**config.mk**
```make
export PLATFORM = sky130hd
export DESIGN_NAME = uart_rx_flat
export DESIGN_NICKNAME = d
export VERILOG_FILES = /design/src/rtl/uart_rx_if.sv /design/src/rtl/uart_rx.sv /design/src/flat_wrapper.sv
export SDC_FILE = /design/constraint.sdc
export NUM_CORES = 1
export LEC_CHECK = 0
export CAP_MARGIN = 5
export CORE_MARGIN = 2
export CORE_UTILIZATION = 60
export DETAILED_ROUTE_END_ITERATION = 16
export PLACE_DENSITY = 0.91
export SETUP_SLACK_MARGIN = 0.1
export SLEW_MARGIN = 25
export SYNTH_ARGS = -nofsm -noshare
export SYNTH_HDL_FRONTEND = slang
export SYNTH_SLANG_ARGS = --single-unit
```
**constraint.sdc**
```tcl
create_clock -name CLOCK_50 -period 4.9 [get_ports CLOCK_50]
set_clock_uncertainty 0.2 [all_clocks]
set_input_delay 0.98 -clock CLOCK_50 [delete_from_list [all_inputs] [get_ports CLOCK_50]]
set_output_delay 0.98 -clock CLOCK_50 [all_outputs]
set_load 0.02 [all_outputs]
```
**src/rtl/uart_rx_if.sv**
```systemverilog
// Receive-side bundle for the UART link: serial line in,
// received byte and status strobes out.
interface uart_rx_if;
    logic       rx;
    logic [7:0] data;
    logic       valid;
    logic       framing_error;
    logic       busy;

    modport master (
        output rx,
        input  data,
        input  valid,
        input  framing_error,
        input  busy
    );

    modport slave (
        input  rx,
        output data,
        output valid,
        output framing_error,
        output busy
    );
endinterface

```
**src/rtl/uart_rx.sv**
```systemverilog
// 8N1 UART receiver: mid-bit sampling, start-glitch reject,
// stop-bit check, byte held between frames.
module uart_rx #(
    parameter int CLKS_PER_BIT = 5208
) (
    input logic      CLOCK_50,
    input logic      reset,
    uart_rx_if.slave bus
);
    localparam int HALF = CLKS_PER_BIT / 2;
    localparam int CW   = $clog2(CLKS_PER_BIT);
    localparam logic [CW-1:0] MID  = CW'(HALF - 1);
    localparam logic [CW-1:0] LAST = CW'(CLKS_PER_BIT - 1);
    localparam logic [CW-1:0] ONE  = CW'(1);

    typedef enum logic [1:0] {
        IDLE,
        START,
        DATA,
        STOP
    } state_t;

    state_t        state, state_n;
    logic [CW-1:0] cnt, cnt_n;
    logic [2:0]    idx, idx_n;
    logic [7:0]    shreg, shreg_n;
    logic [7:0]    data_q, data_n;
    logic          valid_q, valid_n;
    logic          ferr_q, ferr_n;
    logic          rx_m, rx_s;

    // Idle-high line: reset the synchroniser to 1 so no false start.
    always_ff @(posedge CLOCK_50) begin
        if (reset) begin
            rx_m <= 1'b1;
            rx_s <= 1'b1;
        end else begin
            rx_m <= bus.rx;
            rx_s <= rx_m;
        end
    end

    always_ff @(posedge CLOCK_50) begin
        if (reset) begin
            state   <= IDLE;
            cnt     <= '0;
            idx     <= '0;
            shreg   <= '0;
            data_q  <= '0;
            valid_q <= 1'b0;
            ferr_q  <= 1'b0;
        end else begin
            state   <= state_n;
            cnt     <= cnt_n;
            idx     <= idx_n;
            shreg   <= shreg_n;
            data_q  <= data_n;
            valid_q <= valid_n;
            ferr_q  <= ferr_n;
        end
    end

    always_comb begin
        state_n = state;
        cnt_n   = cnt;
        idx_n   = idx;
        shreg_n = shreg;
        data_n  = data_q;
        valid_n = 1'b0;
        ferr_n  = 1'b0;
        unique case (state)
            IDLE: begin
                cnt_n = '0;
                if (!rx_s) state_n = START;
            end
            START: begin
                if (cnt == MID) begin
                    cnt_n   = '0;
                    idx_n   = '0;
                    state_n = rx_s ? IDLE : DATA;
                end else begin
                    cnt_n = cnt + ONE;
                end
            end
            DATA: begin
                if (cnt == LAST) begin
                    shreg_n = {rx_s, shreg[7:1]};
                    cnt_n   = '0;
                    idx_n   = idx + 3'd1;
                    if (idx == 3'd7) state_n = STOP;
                end else begin
                    cnt_n = cnt + ONE;
                end
            end
            STOP: begin
                if (cnt == LAST) begin
                    cnt_n   = '0;
                    state_n = IDLE;
                    if (rx_s) begin
                        data_n  = shreg;
                        valid_n = 1'b1;
                    end else begin
                        ferr_n = 1'b1;
                    end
                end else begin
                    cnt_n = cnt + ONE;
                end
            end
            default: state_n = IDLE;
        endcase
    end

    assign bus.data          = data_q;
    assign bus.valid         = valid_q;
    assign bus.framing_error = ferr_q;
    assign bus.busy          = (state != IDLE);
endmodule

```
**src/flat_wrapper.sv**
```systemverilog
// flat-port wrapper written by rule: the top's interface ports become plain ports
module uart_rx_flat 
#(
    parameter int CLKS_PER_BIT = 5208
)
  (CLOCK_50, reset, bus_rx, bus_data, bus_valid, bus_framing_error, bus_busy);
  uart_rx_if bus_i ();
  input logic CLOCK_50;
  input logic reset;
  input wire logic [$bits(bus_i.rx)-1:0] bus_rx;
  output wire logic [$bits(bus_i.data)-1:0] bus_data;
  output wire logic [$bits(bus_i.valid)-1:0] bus_valid;
  output wire logic [$bits(bus_i.framing_error)-1:0] bus_framing_error;
  output wire logic [$bits(bus_i.busy)-1:0] bus_busy;
  assign bus_i.rx = bus_rx;
  assign bus_data = bus_i.data;
  assign bus_valid = bus_i.valid;
  assign bus_framing_error = bus_i.framing_error;
  assign bus_busy = bus_i.busy;
  uart_rx #(.CLKS_PER_BIT(CLKS_PER_BIT)) u_core (.CLOCK_50(CLOCK_50), .reset(reset), .bus(bus_i));
endmodule
```
==> results of run 1 <==
-- power by group --
| part | switching [mW] | internal, mW | total (mW) | leakage [nW] |
|---|---|---|---|---|
| clock network | 0.101 | 0.0690 | 0.170 | 0.0343 |
| logic | 0.0212 | 0.0161 | 0.0373 | 0.377 |
| registers | 0.00331 | 0.311 | 0.315 | 0.307 |
| total | 0.125 | 0.397 | 0.522 | 0.718 |
-- worst paths after layout --
kind	start	end	slack [ns]	cells past startpoint
min	u_core.rx_m	u_core.rx_s	0.23	1
max reg2reg	u_core.cnt[0]	u_core.bus.data[1]	2.08	6
max	u_core.state[0]	bus_busy	1.95	4
min reg2reg	u_core.rx_m	u_core.rx_s	0.23	1
-- registers in the layout (all words and copies together), names as in the netlist, named ones only --
register                  count
u_core.idx                    3
u_core.rx_s                   1
u_core.bus.data               8
u_core.cnt                   13
u_core.state                  1
u_core.rx_m                   1
u_core.bus.framing_error      1
u_core.bus.valid              1
u_core.shreg                  8
-- through the flow --
stage                     power, mW  cell area [um^2]  utilization (%)  instances  hold slack, ns
after floorplan              0.3492              1673                -        180          0.1895
after global placement       0.3568              1799            66.39        216          0.1928
after detailed placement     0.3589              1799            66.39        216          0.2113
after CTS                    0.5244              1863            68.74        224          0.2374
after global routing         0.5375              1863            68.74        224          0.2417
final                        0.5215              1863            68.74        224          0.2303
-- cells by family after synthesis --
group	synth area share (%)
compound gates	8.677
flops	45.47
mux	4.787
xor+xnor	5.759
buf+inv	3.664
simple gates	25.66
fa+ha+maj	5.984
-- placed cells by master, fill, tap and decap left out, types with 2 or more instances in the layout --
| cell type | count |
|---|---|
| a21oi_1 | 12 |
| and3_1 | 6 |
| clkbuf_4 | 5 |
| clkdlybuf4s50_1 | 13 |
| dfxtp_1 | 38 |
| ha_1 | 8 |
| inv_1 | 5 |
| mux2i_1 | 8 |
| nand2_1 | 9 |
| nand2b_1 | 3 |
| nand3_1 | 19 |
| nor2_1 | 31 |
| or2_2 | 2 |
| xnor2_1 | 6 |
| xor2_1 | 5 |
-- metal layers --
metal | vias to the layer above | GRT usage, % | part of all wire, %
li1 | 642 | - | -
met4 | 0 | 9.302 | 2.6
met2 | 28 | 34.88 | 50
met1 | 619 | 23.08 | 43
met3 | 9 | 6.221 | 4.3
met5 | - | 0 | 0
-- layout make-up --
cell class,instances,area [um^2]
clock buffer,6,51.30
clock inverter,2,12.51
fill,221,847.1
inverter,5,18.77
multi-input combinational,129,850.8
sequential,38,760.7
tap,31,38.79
timing repair buffer,13,130.1
==> out/metrics.csv, run 1 <==
metric;value;unit
timing.critical_path.slowest_cell_delay;0.59;ns
min_path_type;register to register;
route.vias.total;1298;
grt_usage;20.37;%
yosys.area.top_type;dfxtp_1;
grt_pass1_wl;5112;um
worst_setup_path_end_kind;output port;
setup_viol;0;
async_flop_share;0;%
cts.path.max_buffers;2;
worstSkewPairLatency;0.35;ns
yosys_warnings;0;
ys_types;36;
synth_edf_count;0;
synth_area;1673;um^2
maxCapViolCount;0;
worstPathArrival;1.77;ns
cts_setup_buffers;0;
p_leak;0.7180;nW
fin_crit_sh;60.28;%
synth_nets;191;
period_needed;2.954;ns
irDropWorstVdd;0.2579;mV
crit_slowest_cell;clkdlybuf4s50_1;
ant_nets;0;
start_util;61.73;%
slew_headroom;39.23;%
drtIter0Drc;18;
power_density;279.9;nW/um^2
cts_num_sinks;38;
ys_top_cells_by_count;dfxtp_1 (38), nor2_1 (31), nand3_1 (19);
tritoncts;yes;
dp_slack;2.069;ns
fmax;338.5;MHz
cts_root_buf;clkbuf_4;
worst-path-buf-inv;3;
cp.required;3.72;ns
routedWlPerCell;13.57;um
rsz0062_at_grt;no;
yosysTopAreaCellShare;45.47;%
core-area;2710;um^2
hpwl;2121;um
overflow;0;
cpLargestDelayFamily;buffers and inverters;
postCtsHoldBufs;0;
die_x;56.80;um
dieArea;3226;um^2
start_kind;register;
die_y;56.80;um
cpMostUsedCell;inv_1;
post_cts_resized;0;
routabilityCongestion;0.7529;
antenna_found_initial;0;
totalWireLength;3039;um
grt_pass1_vias;1225;
n_antenna_cell;0;
syn_inst;180;
cp_cell_sequence;inv_1, ha_1, inv_1, clkdlybuf4s50_1;
grt_max_degree;27;
crit_fanout;6;
avgSynthCellArea;9.294;um^2
finalSetupTns;0;ns
finalHoldViolations;0;
rows;19;
maxSlewViolCount;0;
status;finished clean;
ys_ff_latch;38;
synth.most_common_cell;dfxtp_1;
critPathKind;register to output port;
cts_made_buffers;5;
first_pass_iters;4;
area.growth.synth_to_final;11.37;%
ys_seq_area_share;45.47;%
synthFlopType;dfxtp_1;
portBuffers;13;
tightest_slew;0.9087;ns
route.detailed.drc;0;
drive_above_1_share;10.88;%
setup_ws;1.946;ns
ios;14;
drt-vias-per-instance;5.795;
fin_nets;203;
clk_pin_slew;0.11;ns
h-tree-depth;2;
synth_area_leaders;dfxtp_1 (45%), nor2_1 (7.0%), ha_1 (6.0%);
Note: power is estimated with default switching activity, not from simulation.
==> inputs of run 2 (changes only) <==
- CORE_UTILIZATION: 60 -> 51
- PLACE_DENSITY: 0.91 -> 0.83
- clock period: 4.9 -> 2.55 ns (I/O delays scaled with it)
==> out/metrics.csv, run 2 (synthesis results as in run 1) <==
metric;value;unit;change
routed.top_layer;met4;;unchanged
route.detailed.drc;0;;unchanged
fin_crit_sh;87.17;%;
antenna_found_initial;0;;unchanged
final_area;1976;um^2;was 1863 um^2
timing.critical_path.slowest_cell_delay;0.43;ns;was 0.59 ns
rsz0062_at_grt;no;;unchanged
cts.path.max_buffers;2;;unchanged
die_y;61.27;um;was 56.80 um
dieArea;3754;um^2;was 3226 um^2
hold-worst-slack;0.2403;ns;was 0.2303 ns
largest_register;u_core.cnt;;unchanged
n_antenna_cell;0;;unchanged
crit_slowest_cell;nor4_4;;was clkdlybuf4s50_1
final_cell_mix;dfxtp_1 (37), nor2_1 (31), nand3_1 (19);;was dfxtp_1 (38), nor2_1 (31), nand3_1 (19)
maxSlewViolCount;0;;unchanged
status;finished clean;;unchanged
cp.required;2.57;ns;was 3.72 ns
drt-vias-per-instance;5.351;;was 5.795
start_util;54.35;%;was 61.73%
ant_nets;0;;unchanged
setup_viol;0;;unchanged
rows;20;;was 19
wl_met1;1391;um;was 1318 um
postCtsHoldBufs;0;;unchanged
critPathKind;register to register;;was register to output port
core-area;3078;um^2;was 2710 um^2
cts_num_sinks;38;;unchanged
die_x;61.27;um;was 56.80 um
min_path_type;register to register;;unchanged
irDropWorstVdd;0.4700;mV;was 0.2579 mV
met3_length;135;um;was 132 um
met2_length;1563;um;was 1508 um
finalSetupTns;0;ns;unchanged
h-tree-depth;2;;unchanged
worstPathArrival;2.25;ns;was 1.77 ns
p_leak;0.7830;nW;was 0.7180 nW
portBuffers;13;;unchanged
ios;14;;unchanged
grt_pass1_vias;1205;;was 1,225
p_total;1.209;mW;was 521.5 uW
slew_headroom;76.48;%;was 39.23%
placed_area;1853;um^2;was 1799 um^2
dp_slack;0.2506;ns;was 2.069 ns
start_kind;register;;unchanged
grt_usage;19.08;%;was 20.37%
drive_above_1_share;13.64;%;was 10.88%
tritoncts;yes;;unchanged
cts_made_buffers;5;;unchanged
setup_ws;0.3271;ns;was 1.946 ns
drtIter0Drc;22;;was 18
routedWlPerCell;12.97;um;was 13.57 um
maxCapViolCount;0;;unchanged
tightest_slew;0.3502;ns;was 0.9087 ns
final_common_cell;dfxtp_1;;unchanged
largest_register_ffs;13;;unchanged
crit_fanout;13;;was 6
first_pass_iters;4;;unchanged
area.growth.synth_to_final;18.10;%;was 11.37%
finalHoldViolations;0;;unchanged
cp_cell_sequence;ha_1, nand4bb_1, nor4_4, nor2_1, o21ai_4, nor2_1;;was inv_1, ha_1, inv_1, clkdlybuf4s50_1
fin_nets;208;;was 203
overflow;0;;unchanged
clk_pin_slew;0.11;ns;about the same
worstSkewPairLatency;0.35;ns;about the same
worst_setup_path_end_kind;register;;was output port
cts_root_buf;clkbuf_4;;unchanged
grt_pass1_wl;5230;um;was 5112 um
power_density;612.2;nW/um^2;was 279.9 nW/um^2
hpwl;2308;um;was 2121 um
totalWireLength;3138;um;was 3039 um
period_needed;2.223;ns;
cpMostUsedCell;nor2_1;;was inv_1
routabilityCongestion;0.8093;;was 0.7529
grt_max_degree;16;;was 27
fmax;449.9;MHz;
route.vias.total;1295;;was 1,298
run 2: cell count changes in the layout (fill, tap and decap cells not counted), sizes merged:
cell and delta:
buf +5, bufinv +2, clkinvlp -1, clkdlybuf4s50 -1, dlymetal6s2s +1, clkinv -1
run 2: repair_timing:
item | CTS | global route
gates resized for setup | 1 | 2
hold endpoints to repair | 0 | 0
endpoints found under the setup margin | 1 | 14
setup buffers | 0 | 0
run 2: area by class of cell:
cell class,instances,area (um^2)
Sequential cell,38,762.0
Tap cell,44,55.05
Timing Repair Buffer,18,170.2
Fill cell,248,1102
Clock inverter,2,60.06
Clock buffer,6,51.30
Multi-Input combinational cell,129,858.3
Inverter,5,18.77
run 2: per-layer routing:
layer	vias up	GRT usage, %
li1	650	-
met1	610	23.06
met2	28	31.16
met3	7	7.143
met4	0	6.832
met5	-	0
run 2: through the flow:
step	utilization (%)	cells
3_5_place_dp	60.20	234
4_1_cts	63.86	242
3_3_place_gp	60.20	234
5_1_grt	64.19	242
2_1_floorplan	-	180
6_report	64.19	242
run 2: path summary, 6_finish.rpt:
| kind | from | end | slack [ns] | cells past startpoint |
|---|---|---|---|---|
| setup / recovery | u_core.cnt[0] | u_core.cnt[3] | 0.33 | 6 |
| hold / removal | u_core.rx_m | u_core.rx_s | 0.24 | 1 |
| setup reg to reg | u_core.cnt[0] | u_core.cnt[3] | 0.33 | 6 |
| hold reg to reg | u_core.rx_m | u_core.rx_s | 0.24 | 1 |
run 2: critical path, delay by kind of cell (launching register included):
kind / cells / cell delay, ns
AO/OA/AOI/OAI: 1 / 0.32
adder cells (fa/ha/maj): 1 / 0.28
flip-flops: 1 / 0.40
AND/OR/NAND/NOR: 4 / 0.90
run 2: report_power, final:
part | total [mW] | switching, mW | internal, mW
Combinational | 0.0759 | 0.0433 | 0.0326
Clock | 0.528 | 0.196 | 0.332
Sequential | 0.605 | 0.00630 | 0.599
==> inputs of run 3 (changes only) <==
- REMOVE_ABC_BUFFERS: default -> 1
==> out/metrics.csv, run 3 (synthesis results as in run 1) <==
metric;value;unit;change
status;finished clean;;unchanged
start_util;54.35;%;unchanged
tritoncts;yes;;unchanged
period_needed;2.147;ns;was 2.223 ns
h-tree-depth;2;;unchanged
final_common_cell;dfxtp_1;;unchanged
postCtsHoldBufs;0;;unchanged
irDropWorstVdd;0.3671;mV;was 0.4700 mV
maxCapViolCount;0;;unchanged
final_area;1908;um^2;was 1976 um^2
final_cells;239;;was 242
slew_headroom;74.38;%;was 76.48%
overflow;0;;unchanged
grt_max_degree;17;;was 16
worstSkewPairLatency;0.34;ns;was 0.35 ns
first_pass_iters;4;;unchanged
portBuffers;13;;unchanged
grt_pass1_wl;5195;um;was 5230 um
dieArea;3754;um^2;unchanged
cp.required;2.57;ns;about the same
tightest_slew;0.3831;ns;was 0.3502 ns
fin_crit_sh;84.18;%;was 87.17%
route.vias.total;1257;;was 1,295
worstRegToRegCells;6;;unchanged
clk_pin_slew;0.10;ns;was 0.11 ns
hold-worst-slack;0.2158;ns;was 0.2403 ns
hpwl;2208;um;was 2308 um
cts.path.max_buffers;2;;unchanged
fmax;465.8;MHz;was 449.9 MHz
grt_pass1_vias;1228;;was 1,205
area.growth.synth_to_final;14.06;%;was 18.10%
critPathKind;register to register;;unchanged
cts_setup_buffers;0;;unchanged
p_leak;0.7499;nW;was 0.7830 nW
die_x;61.27;um;unchanged
dp_slack;0.2328;ns;was 0.2506 ns
rows;20;;unchanged
finalHoldViolations;0;;unchanged
die_y;61.27;um;unchanged
largest_register;u_core.cnt;;unchanged
grt_usage;19.34;%;was 19.08%
routabilityCongestion;0.7559;;was 0.8093
drtIter0Drc;18;;was 22
final_cell_mix;dfxtp_1 (37), nor2_1 (31), nand3_1 (19);;unchanged
worst_setup_path_end_kind;register;;unchanged
crit_fanout;6;;was 13
cts_root_buf;clkbuf_4;;unchanged
maxSlewViolCount;0;;unchanged
finalSetupTns;0;ns;unchanged
power_density;515.9;nW/um^2;was 612.2 nW/um^2
min_path_cells;1;;unchanged
route.detailed.drc;0;;unchanged
ant_nets;0;;unchanged
n_antenna_cell;0;;unchanged
largest_register_ffs;13;;unchanged
totalWireLength;3066;um;was 3138 um
min_path_type;register to register;;unchanged
worstPathArrival;2.17;ns;was 2.25 ns
drt-vias-per-instance;5.259;;was 5.351
routedWlPerCell;12.83;um;was 12.97 um
setup_ws;0.4034;ns;was 0.3271 ns
drive_above_1_share;12.31;%;was 13.64%
placed_area;1846;um^2;was 1853 um^2
core-area;3078;um^2;unchanged
cts_num_sinks;38;;unchanged
fin_nets;207;;was 208
antenna_found_initial;0;;unchanged
rsz0062_at_grt;no;;unchanged
setup_viol;0;;unchanged
ios;14;;unchanged
dpl.cell_count;233;;was 234
cts_made_buffers;5;;unchanged
start_kind;register;;unchanged
run 3: cell types whose count changed in the layout (fill, tap and decap cells not counted):
cell,before,now
bufinv_16,2,0
buf_4,5,4
run 3: repair_timing:
item / in CTS / in global routing
endpoints found under the setup margin: 1 / 14
resized for setup: 1 / 2
pin swaps: 0 / 1
run 3: worst paths after layout:
check | startpoint | endpoint | slack [ns]
setup / recovery | u_core.cnt[0] | u_core.idx[1] | 0.40
hold / removal | u_core.rx_m | u_core.rx_s | 0.22
setup reg to reg | u_core.cnt[0] | u_core.idx[1] | 0.40
hold reg to reg | u_core.rx_m | u_core.rx_s | 0.22
run 3: worst max-delay path, stage by stage, from the launching register on:
cell       delay (ns)
dfxtp_1          0.39
ha_1             0.26
nand4bb_1        0.24
o41ai_1          0.44
and3b_2          0.31
nand2b_1         0.12
a21oi_1          0.06
run 3: layout make-up:
cell class | count | area, um^2
fill | 245 | 1170
multi-input combinational | 129 | 858.3
sequential | 38 | 762.0
timing repair buffer | 17 | 162.7
tap | 44 | 55.05
clock buffer | 6 | 51.30
inverter | 5 | 18.77
run 3: power breakdown:
part	internal (mW)	switching, mW
sequential	0.599	0.00621
combinational	0.0318	0.0440
clock	0.124	0.179
run 3: routing by layer:
layer | GRT usage [%] | share of wire (%)
met1 | 23.45 | 46
met2 | 29.79 | 46
met3 | 7.143 | 5.3
met4 | 10.56 | 2.3
met5 | 0 | 0
run 3: through the flow:
step	power (mW)	util (%)
2_1_floorplan	0.6650	-
3_3_place_gp	0.6867	59.96
3_5_place_dp	0.6903	59.96
4_1_cts	0.9928	61.67
5_1_grt	1.026	61.99
6_report	0.9843	61.99
